**config.mk**
```make
export PLATFORM = sky130hd
export DESIGN_NAME = cpu_addr_seq
export DESIGN_NICKNAME = d
export VERILOG_FILES = /design/src/rtl/cpu_addr_seq.sv
export SDC_FILE = /design/constraint.sdc
export NUM_CORES = 1
export LEC_CHECK = 0
export CAP_MARGIN = 40
export CORE_UTILIZATION = 40
export CTS_CLUSTER_SIZE = 12
export DETAILED_ROUTE_END_ITERATION = 8
export PLACE_DENSITY_LB_ADDON = 0.3
export SLEW_MARGIN = 10
export SYNTH_ARGS = -nofsm -noshare
export SYNTH_HDL_FRONTEND = slang
export SYNTH_SLANG_ARGS = --single-unit
```
**constraint.sdc**
```tcl
create_clock -name clk -period 1.95 [get_ports clk]
set_input_delay 0.585 -clock clk [delete_from_list [all_inputs] [get_ports clk]]
set_output_delay 0.585 -clock clk [all_outputs]
set_load 0.03 [all_outputs]
```
**src/rtl/cpu_addr_seq.sv**
```systemverilog
// cpu_addr_seq: sequences the shared 8-bit ALU through the low and high bytes
// of a 16-bit address operation (INC16, ADD_IDX, REL, DEC16).
// The result is registered and held. page_cross reports whether the high byte
// needed a fix-up. With FAST_NOFIX=1 the HI cycle is skipped when no fix-up is
// needed.
module cpu_addr_seq #(
    parameter bit FAST_NOFIX = 1'b0
) (
    input  logic        clk,
    input  logic        rst,
    input  logic        start,
    input  logic [1:0]  op,
    input  logic [15:0] base,
    input  logic [7:0]  offset,
    output logic        busy,
    output logic        done,
    output logic [15:0] result,
    output logic        page_cross,
    output logic        alu_add,
    output logic        alu_inc_B,
    output logic        alu_dec_B,
    output logic        alu_pass_B,
    output logic        alu_carry_in,
    output logic [7:0]  alu_A,
    output logic [7:0]  alu_B,
    input  logic [7:0]  alu_out,
    input  logic        alu_carry_out
);

    typedef enum logic [1:0] {
        ST_IDLE = 2'd0,
        ST_LO   = 2'd1,
        ST_HI   = 2'd2,
        ST_DONE = 2'd3
    } state_t;

    typedef enum logic [1:0] {
        FIX_NONE = 2'd0,
        FIX_INC  = 2'd1,
        FIX_DEC  = 2'd2
    } fix_t;

    localparam logic [1:0] OP_INC16   = 2'b00;
    localparam logic [1:0] OP_ADD_IDX = 2'b01;
    localparam logic [1:0] OP_REL     = 2'b10;
    localparam logic [1:0] OP_DEC16   = 2'b11;

    state_t      state;
    state_t      state_next;
    fix_t        fix_q;
    fix_t        lo_fix;
    logic [1:0]  op_q;
    logic [15:0] base_q;
    logic [7:0]  offset_q;
    logic [7:0]  lo_q;
    logic [15:0] result_q;
    logic        page_cross_q;
    logic        accept;
    logic        fast_skip;

    assign busy       = (state == ST_LO) || (state == ST_HI);
    assign done       = (state == ST_DONE);
    assign result     = result_q;
    assign page_cross = page_cross_q;

    // Decide the high-byte fix-up from the low-byte carry (carry clear on a
    // decrement means a borrow). A REL offset's sign selects which direction
    // of carry needs fixing.
    always_comb begin
        lo_fix = FIX_NONE;
        case (op_q)
            OP_INC16, OP_ADD_IDX: begin
                if (alu_carry_out) lo_fix = FIX_INC;
            end
            OP_DEC16: begin
                if (!alu_carry_out) lo_fix = FIX_DEC;
            end
            OP_REL: begin
                if (!offset_q[7] && alu_carry_out) begin
                    lo_fix = FIX_INC;
                end else if (offset_q[7] && !alu_carry_out) begin
                    lo_fix = FIX_DEC;
                end
            end
            default: lo_fix = FIX_NONE;
        endcase
    end

    assign fast_skip = FAST_NOFIX && (lo_fix == FIX_NONE);

    // Next-state logic plus ALU control. The ALU is only driven in LO and HI,
    // and every ALU output is zero otherwise.
    always_comb begin
        state_next   = state;
        accept       = 1'b0;
        alu_add      = 1'b0;
        alu_inc_B    = 1'b0;
        alu_dec_B    = 1'b0;
        alu_pass_B   = 1'b0;
        alu_carry_in = 1'b0;
        alu_A        = 8'h00;
        alu_B        = 8'h00;
        case (state)
            ST_IDLE: begin
                if (start) begin
                    accept     = 1'b1;
                    state_next = ST_LO;
                end
            end
            ST_LO: begin
                alu_B = base_q[7:0];
                case (op_q)
                    OP_INC16: alu_inc_B = 1'b1;
                    OP_DEC16: alu_dec_B = 1'b1;
                    default: begin
                        alu_add      = 1'b1;
                        alu_A        = offset_q;
                        alu_carry_in = 1'b0;
                    end
                endcase
                state_next = fast_skip ? ST_DONE : ST_HI;
            end
            ST_HI: begin
                alu_B = base_q[15:8];
                case (fix_q)
                    FIX_INC: alu_inc_B  = 1'b1;
                    FIX_DEC: alu_dec_B  = 1'b1;
                    default: alu_pass_B = 1'b1;
                endcase
                state_next = ST_DONE;
            end
            ST_DONE: begin
                if (start) begin
                    accept     = 1'b1;
                    state_next = ST_LO;
                end else begin
                    state_next = ST_IDLE;
                end
            end
            default: state_next = ST_IDLE;
        endcase
    end

    // State register, operand latch and byte-result capture. The result is
    // written only on entry to DONE, so it holds between operations.
    always_ff @(posedge clk) begin
        if (rst) begin
            state        <= ST_IDLE;
            op_q         <= 2'b00;
            base_q       <= 16'h0000;
            offset_q     <= 8'h00;
            lo_q         <= 8'h00;
            fix_q        <= FIX_NONE;
            result_q     <= 16'h0000;
            page_cross_q <= 1'b0;
        end else begin
            state <= state_next;
            if (accept) begin
                op_q     <= op;
                base_q   <= base;
                offset_q <= offset;
            end
            if (state == ST_LO) begin
                lo_q  <= alu_out;
                fix_q <= lo_fix;
                if (fast_skip) begin
                    result_q     <= {base_q[15:8], alu_out};
                    page_cross_q <= 1'b0;
                end
            end
            if (state == ST_HI) begin
                result_q     <= {alu_out, lo_q};
                page_cross_q <= (fix_q != FIX_NONE);
            end
        end
    end

endmodule

```
==> flow_summary.toml, run 1 <==
[critical_path]
crit_fanout = 4
startpoint = "state[1]"
r2r-start = "state[0]"
cp.required_ns = 1.36
crit_path_end_kind = "output pin"
worstSetupStartpointType = "flip-flop"
arrival_ns = 1.45
worstSetupPathType = "reg2out"

[routing]
drc = 0
vias_per_cell = 4.79
firstDrtPassIters = 4
via_count = 2070
postRouteAntennaNets = 0
drt_iter0_drc = 58
wl_per_cell_microns = 13.7
routed_wl_microns = 5910

[place]
dp_hpwl_microns = 3930
post_dp_cell_area_sq_um = 3390
post-place-ws_ns = -0.0195
place_congestion = 0.719
port_buffers = 76

[pwr]
switching_share_pct = 38.0
peakVddDrop_v = 0.000980
p_per_area_nw_per_um2 = 1310
power.share.combinational_pct = 56.4
seq_power_share_pct = 30.3
p_int_mw = 3.12
leakage_nw = 1.62
clkPwrFrac_pct = 13.2
switching_power_mw = 1.91

[flow_run]
cap_violations = 0

[clock_tree]
ctsHtreeMaxLevel = 2
root_buffer = "clkbuf_8"
cts_sinks = 55
insertion_delay_ns = 0.30
cts_made_buffers = 5
path_clk_slew_ns = 0.09
postCtsHoldBufs = 0
clockBufferDepth = 2
cts_tree = "yes"

[global_routing]
grt_start_max_net_pins = 28
grt_util_all_layers_pct = 19.0
grt_pass1_vias = 1993
antenna_found_initial = 0
gr-total-overflow = 0
grt_first_pass_wirelength_microns = 9540

[layout]
nets = 407
regArea_sq_um = 1110
final_util_pct = 64.7
fill_cells = 486
flow.area_growth_from_synthesis_pct = 55.3
layout-drive-gt1-share_pct = 33.6
multi_input_area_sq_um = 1450
n_antenna_cell = 0
final_cell_area_sq_um = 3850

[sta]
setup_violations = 20
fin_crit_sh_pct = 105
hold_viol_final = 0
finalCriticalPeriod_ns = 2.04
fmax_mhz = 490
rsz0062_at_grt = "true"
fin_ws_ns = -0.0895
finalSetupTns_ns = -1.14
drv_slew = 0
skew_ns = 0.00413
whs_ns = 0.456

[die]
die_y_microns = 80.8
coreArea_sq_um = 5960
die-width_microns = 80.8
start_util_pct = 41.7
fp.dieArea_sq_um = 6520
ios = 78
num_rows = 28

[synth]
yosysTopAreaCellShare_pct = 44.4
ys.flop_type = "dfxtp_1"
synth.distinct_cells = 26
synthCells = 269
syn_avg_cell_area_sq_um = 9.22
syn-num-nets = 320
yosysMostFrequentCell = "dfxtp_1"
ys_ff_latch = 55
synth_common_cells = "55 x dfxtp_1, 43 x nand2_1, 26 x nor2_1, 25 x mux2i_1, 20 x a21oi_2"
yosysWarnings = 0
async_flop_share_pct = 0
synth_area_leaders = "dfxtp_1 44%, mux2i_1 10%, a21oi_2 7.1%"
synth_edf_count = 0
netlist_area_sq_um = 2480
ys_seq_area_share_pct = 44.4
synth_top_area_cell = "dfxtp_1"

[status]
violations = "setup timing"
outcome = "complete, but fails checks"

[worst_hold_path]
worstHoldPathType = "reg2reg"
min_from = "offset_q[2]"
[area by class of cell]
| class | count | area share [%] |
|---|---|---|
| flip-flops and latches | 55 | 28.8 |
| well taps | 75 | 2.44 |
| multi-input cells | 188 | 37.7 |
| inverters | 7 | 0.877 |
| clock buffers | 8 | 2.60 |
| repair buffers | 99 | 27.6 |
[kinds of logic after synthesis]
logic type | count (synthesis) | share of synthesized area [%]
other | 1 | 0.151
flip-flops | 55 | 44.4
AND/OR/NAND/NOR | 105 | 19.5
adder cells (fa/ha/maj) | 13 | 6.56
buffers and inverters | 26 | 5.85
multiplexers | 25 | 10.1
AO/OA/AOI/OAI | 44 | 13.5
[final timing paths]
path | slack (ns) | end | depth (start not counted)
setup reg to reg | 0.25 | base_q[0] | 8
hold reg to reg | 0.46 | offset_q[2] | 2
setup / recovery | -0.09 | alu_B[6] | 6
hold / removal | 0.46 | offset_q[2] | 2
[power groups by stage]
stage          logic (mW)  registers [mW]  clock network (mW)
2_1_floorplan        1.55            1.58                   0
3_3_place_gp         2.27            1.50                   0
3_5_place_dp         2.30            1.51                   0
4_1_cts              2.73            1.53               0.690
5_1_grt              3.05            1.56               0.739
6_report             2.84            1.53               0.667
[sequential cells by signal (all words and copies together) (netlist names)]
signal / flops
offset_q: 8
result: 16
lo_q: 8
op_q: 2
base_q: 16
fix_q: 2
state: 2
page_cross: 1
[per-stage QoR]
step	instances	power, mW
floorplan	269	3.13
global placement	414	3.77
detailed placement	414	3.81
CTS	429	4.95
global route	432	5.34
finish	432	5.04
[critical path: stages, from the launching register on]
cell and delay [ns]:
dfxtp_2 0.35, buf_6 0.12, ha_4 0.16, buf_6 0.12, a22oi_2 0.21, nor2b_4 0.06
buf_6 0.14
[layer usage]
layer  up-vias  routed length, microns  global-route usage (%)
met5         -                       0                       0
met1       963                    2570                    23.6
met4         0                      95                    5.36
li1       1056                       -                       -
met2        42                    3040                    33.1
met3         9                     206                    3.93
[layout by cell type, fill, tap and decap left out, types with 8 or more instances in the layout]
cell              n
dfxtp_1          51
nand2_1          43
clkdlybuf4s50_1  43
buf_6            31
nor2_1           26
mux2i_1          25
a21oi_2          20
nor2b_4          11
a22oi_2          10
nand2_2          10
dlymetal6s2s_1   10
buf_4            10
a21oi_1           8
ha_1              8
[timing repair]
item,CTS,global route
setup buffers,6,2
pin swaps,13,5
endpoints found under the setup margin,21,31
resized for setup,57,21
cloned,1,1
Power figures use the tool's default switching activity.
==> run 2, diff against run 1 <==
==> constraint.sdc (replaced) <==
create_clock -name clk -period 1.95 [get_ports clk]
set_input_delay 0.585 -clock clk [delete_from_list [all_inputs] [get_ports clk]]
set_output_delay 0.585 -clock clk [all_outputs]
set_load 0.02 [all_outputs]
==> flow_summary.toml, run 2 (synthesized netlist as in run 1, its figures left out) <==
[status]
outcome = "complete, but fails checks"
violations = "setup timing"

[routing]
postRouteAntennaNets = 0
firstDrtPassIters = 4
drc = 0
vias_per_cell = 4.79
routed_wl_microns = 5880
via_count = 2124
wl_per_cell_microns = 13.3
drt_iter0_drc = 53

[global_routing]
antenna_found_initial = 0
gr-total-overflow = 0
grt_first_pass_wirelength_microns = 9450
grt_pass1_vias = 2049
grt_start_max_net_pins = 27
grt_util_all_layers_pct = 19.0

[die]
die_y_microns = 80.8
fp.dieArea_sq_um = 6520
ios = 78
num_rows = 28
coreArea_sq_um = 5960
die-width_microns = 80.8
start_util_pct = 41.7

[layout]
mostFrequentLayoutCells = "53 x clkdlybuf4s50_1, 52 x dfxtp_1, 43 x nand2_1, 27 x buf_6, 26 x nor2_1"
multi_input_area_sq_um = 1490
fill_cells = 509
n_antenna_cell = 0
final_cells = 443
final_util_pct = 66.0
nets = 418
flow.area_growth_from_synthesis_pct = 58.4
final_common_cell = "clkdlybuf4s50_1"
layout-drive-gt1-share_pct = 37.2
regArea_sq_um = 1100

[clock_tree]
ctsHtreeMaxLevel = 2
path_clk_slew_ns = 0.11
clockBufferDepth = 2
root_buffer = "clkbuf_8"
postCtsHoldBufs = 0
cts_made_buffers = 5
insertion_delay_ns = 0.32
cts_tree = "yes"
cts_sinks = 55

[pwr]
switching_share_pct = 37.5
power.share.combinational_pct = 57.0
leakage_nw = 1.48
clkPwrFrac_pct = 13.1
switching_power_mw = 1.89
seq_power_share_pct = 29.9
peakVddDrop_v = 0.00111
p_per_area_nw_per_um2 = 1280
p_int_mw = 3.15

[place]
dp_hpwl_microns = 3970
dp.cells = 426
place_congestion = 0.752
port_buffers = 76

[sta]
finalSetupTns_ns = -1.81
skew_ns = 0.0116
hold_viol_final = 0
setup_violations = 19
fin_crit_sh_pct = 108
drv_slew = 0
fmax_mhz = 476
finalCriticalPeriod_ns = 2.10
rsz0062_at_grt = "true"
fin_ws_ns = -0.151

[critical_path]
crit_fanout = 8
cp.required_ns = 1.36
crit_path_end_kind = "output pin"
worstSetupPathType = "reg2out"
arrival_ns = 1.52
worstSetupStartpointType = "flip-flop"

[flow_run]
cap_violations = 0

[worst_hold_path]
worstHoldPathType = "reg2reg"
[run 2: cell count changes in the layout (fill, tap and decap cells not counted), moves of 2 or more]
cell / change
and3_1: -4
and3_4: +4
buf_4: +12
buf_6: -4
clkbuf_8: -2
clkdlybuf4s50_1: +10
dlymetal6s2s_1: -10
[run 2: layout make-up]
cell class              instances  area share [%]
repair buffers                110            28.6
clock inverters                 3           0.573
inverters                       7           0.732
flip-flops and latches         55            28.1
clock buffers                   5            1.75
well taps                      75            2.39
multi-input cells             188            37.8
[run 2: power by group through the flow]
| stage | clock network (mW) | registers (mW) | logic (mW) |
|---|---|---|---|
| 6_report | 0.662 | 1.51 | 2.87 |
| 5_1_grt | 0.720 | 1.53 | 3.09 |
| 4_1_cts | 0.679 | 1.50 | 2.65 |
| 3_5_place_dp | 0 | 1.50 | 2.32 |
| 3_3_place_gp | 0 | 1.49 | 2.30 |
| 2_1_floorplan | 0 | 1.54 | 1.47 |
[run 2: routing by layer]
layer  up-vias  track usage, %  wire length (microns)
met1      1003            23.3                   2590
met2        39            31.6                   2990
met3         6            4.49                    220
met4         0            8.21                     86
li1       1076               -                      -
met5         -               0                      0
[run 2: critical path: stages, from the launching register on]
cell and delay [ns]:
dfxtp_2 0.34, buf_6 0.12, ha_4 0.16, buf_8 0.14
a22oi_2 0.24, nor2b_4 0.06, buf_6 0.13
[run 2: timing repair]
item | in CTS | in global routing
gates resized for setup | 148 | 28
pin swaps | 13 | 17
setup endpoints to repair | 22 | 22
buffers inserted | 2 | 7
cloned | 0 | 1
[run 2: per-stage QoR]
step                      hold slack [ns]  area (sq um)  worst slack [ns]  total power, mW
final                               0.461          3930            -0.151             5.04
after global routing                0.491          3930            -0.185             5.34
after detailed placement            0.444          3530            -0.320             3.82
after global placement              0.437          3530            -0.307             3.79
after floorplan                     0.432          2560            0.0395             3.01
after CTS                           0.459          3790            -0.164             4.83
[run 2: path summary, 6_finish.rpt]
kind | slack, ns | to | start | depth (start not counted)
max | -0.15 | alu_B[5] | state[0] | 6
min | 0.46 | offset_q[3] | offset_q[3] | 2
max reg2reg | 0.49 | base_q[7] | state[1] | 7
min reg2reg | 0.46 | offset_q[3] | offset_q[3] | 2
==> edit: new RTL, flow settings as in run 2 <==
Re-encode `fix_t` (3 values) as one-hot, 3 bits wide.
--- a/src/rtl/cpu_addr_seq.sv
+++ b/src/rtl/cpu_addr_seq.sv
@@ -34,10 +34,10 @@
         ST_DONE = 2'd3
     } state_t;
 
-    typedef enum logic [1:0] {
-        FIX_NONE = 2'd0,
-        FIX_INC  = 2'd1,
-        FIX_DEC  = 2'd2
+    typedef enum logic [2:0] {
+        FIX_NONE = 3'b001,
+        FIX_INC  = 3'b010,
+        FIX_DEC  = 3'b100
     } fix_t;
 
     localparam logic [1:0] OP_INC16   = 2'b00;
Function: same outputs for any inputs over 10 cycles, from zero or initial values and one cycle with rst high; not proved beyond that.
==> edit against run 2 <==
The flow still finishes with violations (setup timing). Via count grew 4.3%. Final area shrank 1.6%. Area after synthesis shrank 0.55%. Setup slack lost 5.7 ps. Total power grew 1.2%. Sequential cell count grew 1. Routed wire length grew 5.1%. Sequential share of layout area grew 1.0 points.
==> edit: results (changes against run 2) <==
status=finished, violations left; violated checks=setup timing; Storage cell area=0.00113 mm² (+2.0%); non-clock inverter count=6 (-1); Finished Layout Cells=455 (+2.7%); Setup WS pre-CTS=-440 ps (-120 ps); fraction of layout cells with a size suffix above 1=27.1% (-10 points); Layout Nets=430 (+2.9%); clk_skew=4.34 ps (-7.23 ps); Min-Delay Startpoint=offset_q[1]; met1 Usage GRT=24.5% (+1.2 points); hold path endpoint=offset_q[1]; Pwr Total=5.10 mW (+1.2%); Via density=4.87 (+1.5%); cell count after placement=441 (+3.5%); multi-input gates=198 (+5.3%); final setup margin=-157 ps (-5.67 ps); Power Internal=3.26 mW (+3.3%); multi-input combinational area share=37.1% (-0.78 points); M2 GR Usage=35.8% (+4.2 points); P_leak=1.53 nW (+3.2%); WL met3=296 µm (+35%); dpl hpwl=4.20 mm (+5.6%); endpoints failing setup=20 (+1); peak supply drop=0.968 mV (-13%); R2R depth=8 (+1); Synth Cell Area=0.00247 mm² (-0.55%); reg2reg end=base_q[3]; Post-synth top cells=56 x dfxtp_1, 54 x nand2_1, 29 x a21oi_1; Clock Latency Late Sink=300 ps (-20 ps); post-synthesis to final-layout area growth=56.8%
## edit: cell count changes after synthesis, moves of 2 or more
cell      before  now
nor4bb_1       0    2
a21oi_1        8   29
a21oi_2       20    0
nand2_1       43   54
nand2_2       10    0
nand2b_1       4    2
o211ai_1       0    2
nor2_1        26   28
buf_2          8    6
buf_4          5    7
a22oi_1       10    8
nor3_1         0    4
## edit: logic make-up after synthesis
| logic type | Yosys count | synth area share [%] |
|---|---|---|
| AND/OR/NAND/NOR | 112 | 20.4 |
| multiplexers | 25 | 10.1 |
| other | 1 | 0.152 |
| XOR/XNOR | 1 | 0.355 |
| flip-flops | 56 | 45.4 |
| AO/OA/AOI/OAI | 46 | 11.1 |
| adder cells (fa/ha/maj) | 13 | 6.59 |
| buffers and inverters | 25 | 5.78 |
## edit: timing repair
item | CTS | global route
hold endpoints to repair | 0 | 0
setup endpoints to repair | 22 | 21
gates resized for setup | 148 | 10
pin swaps | 11 | 9
buffers inserted | 6 | 0
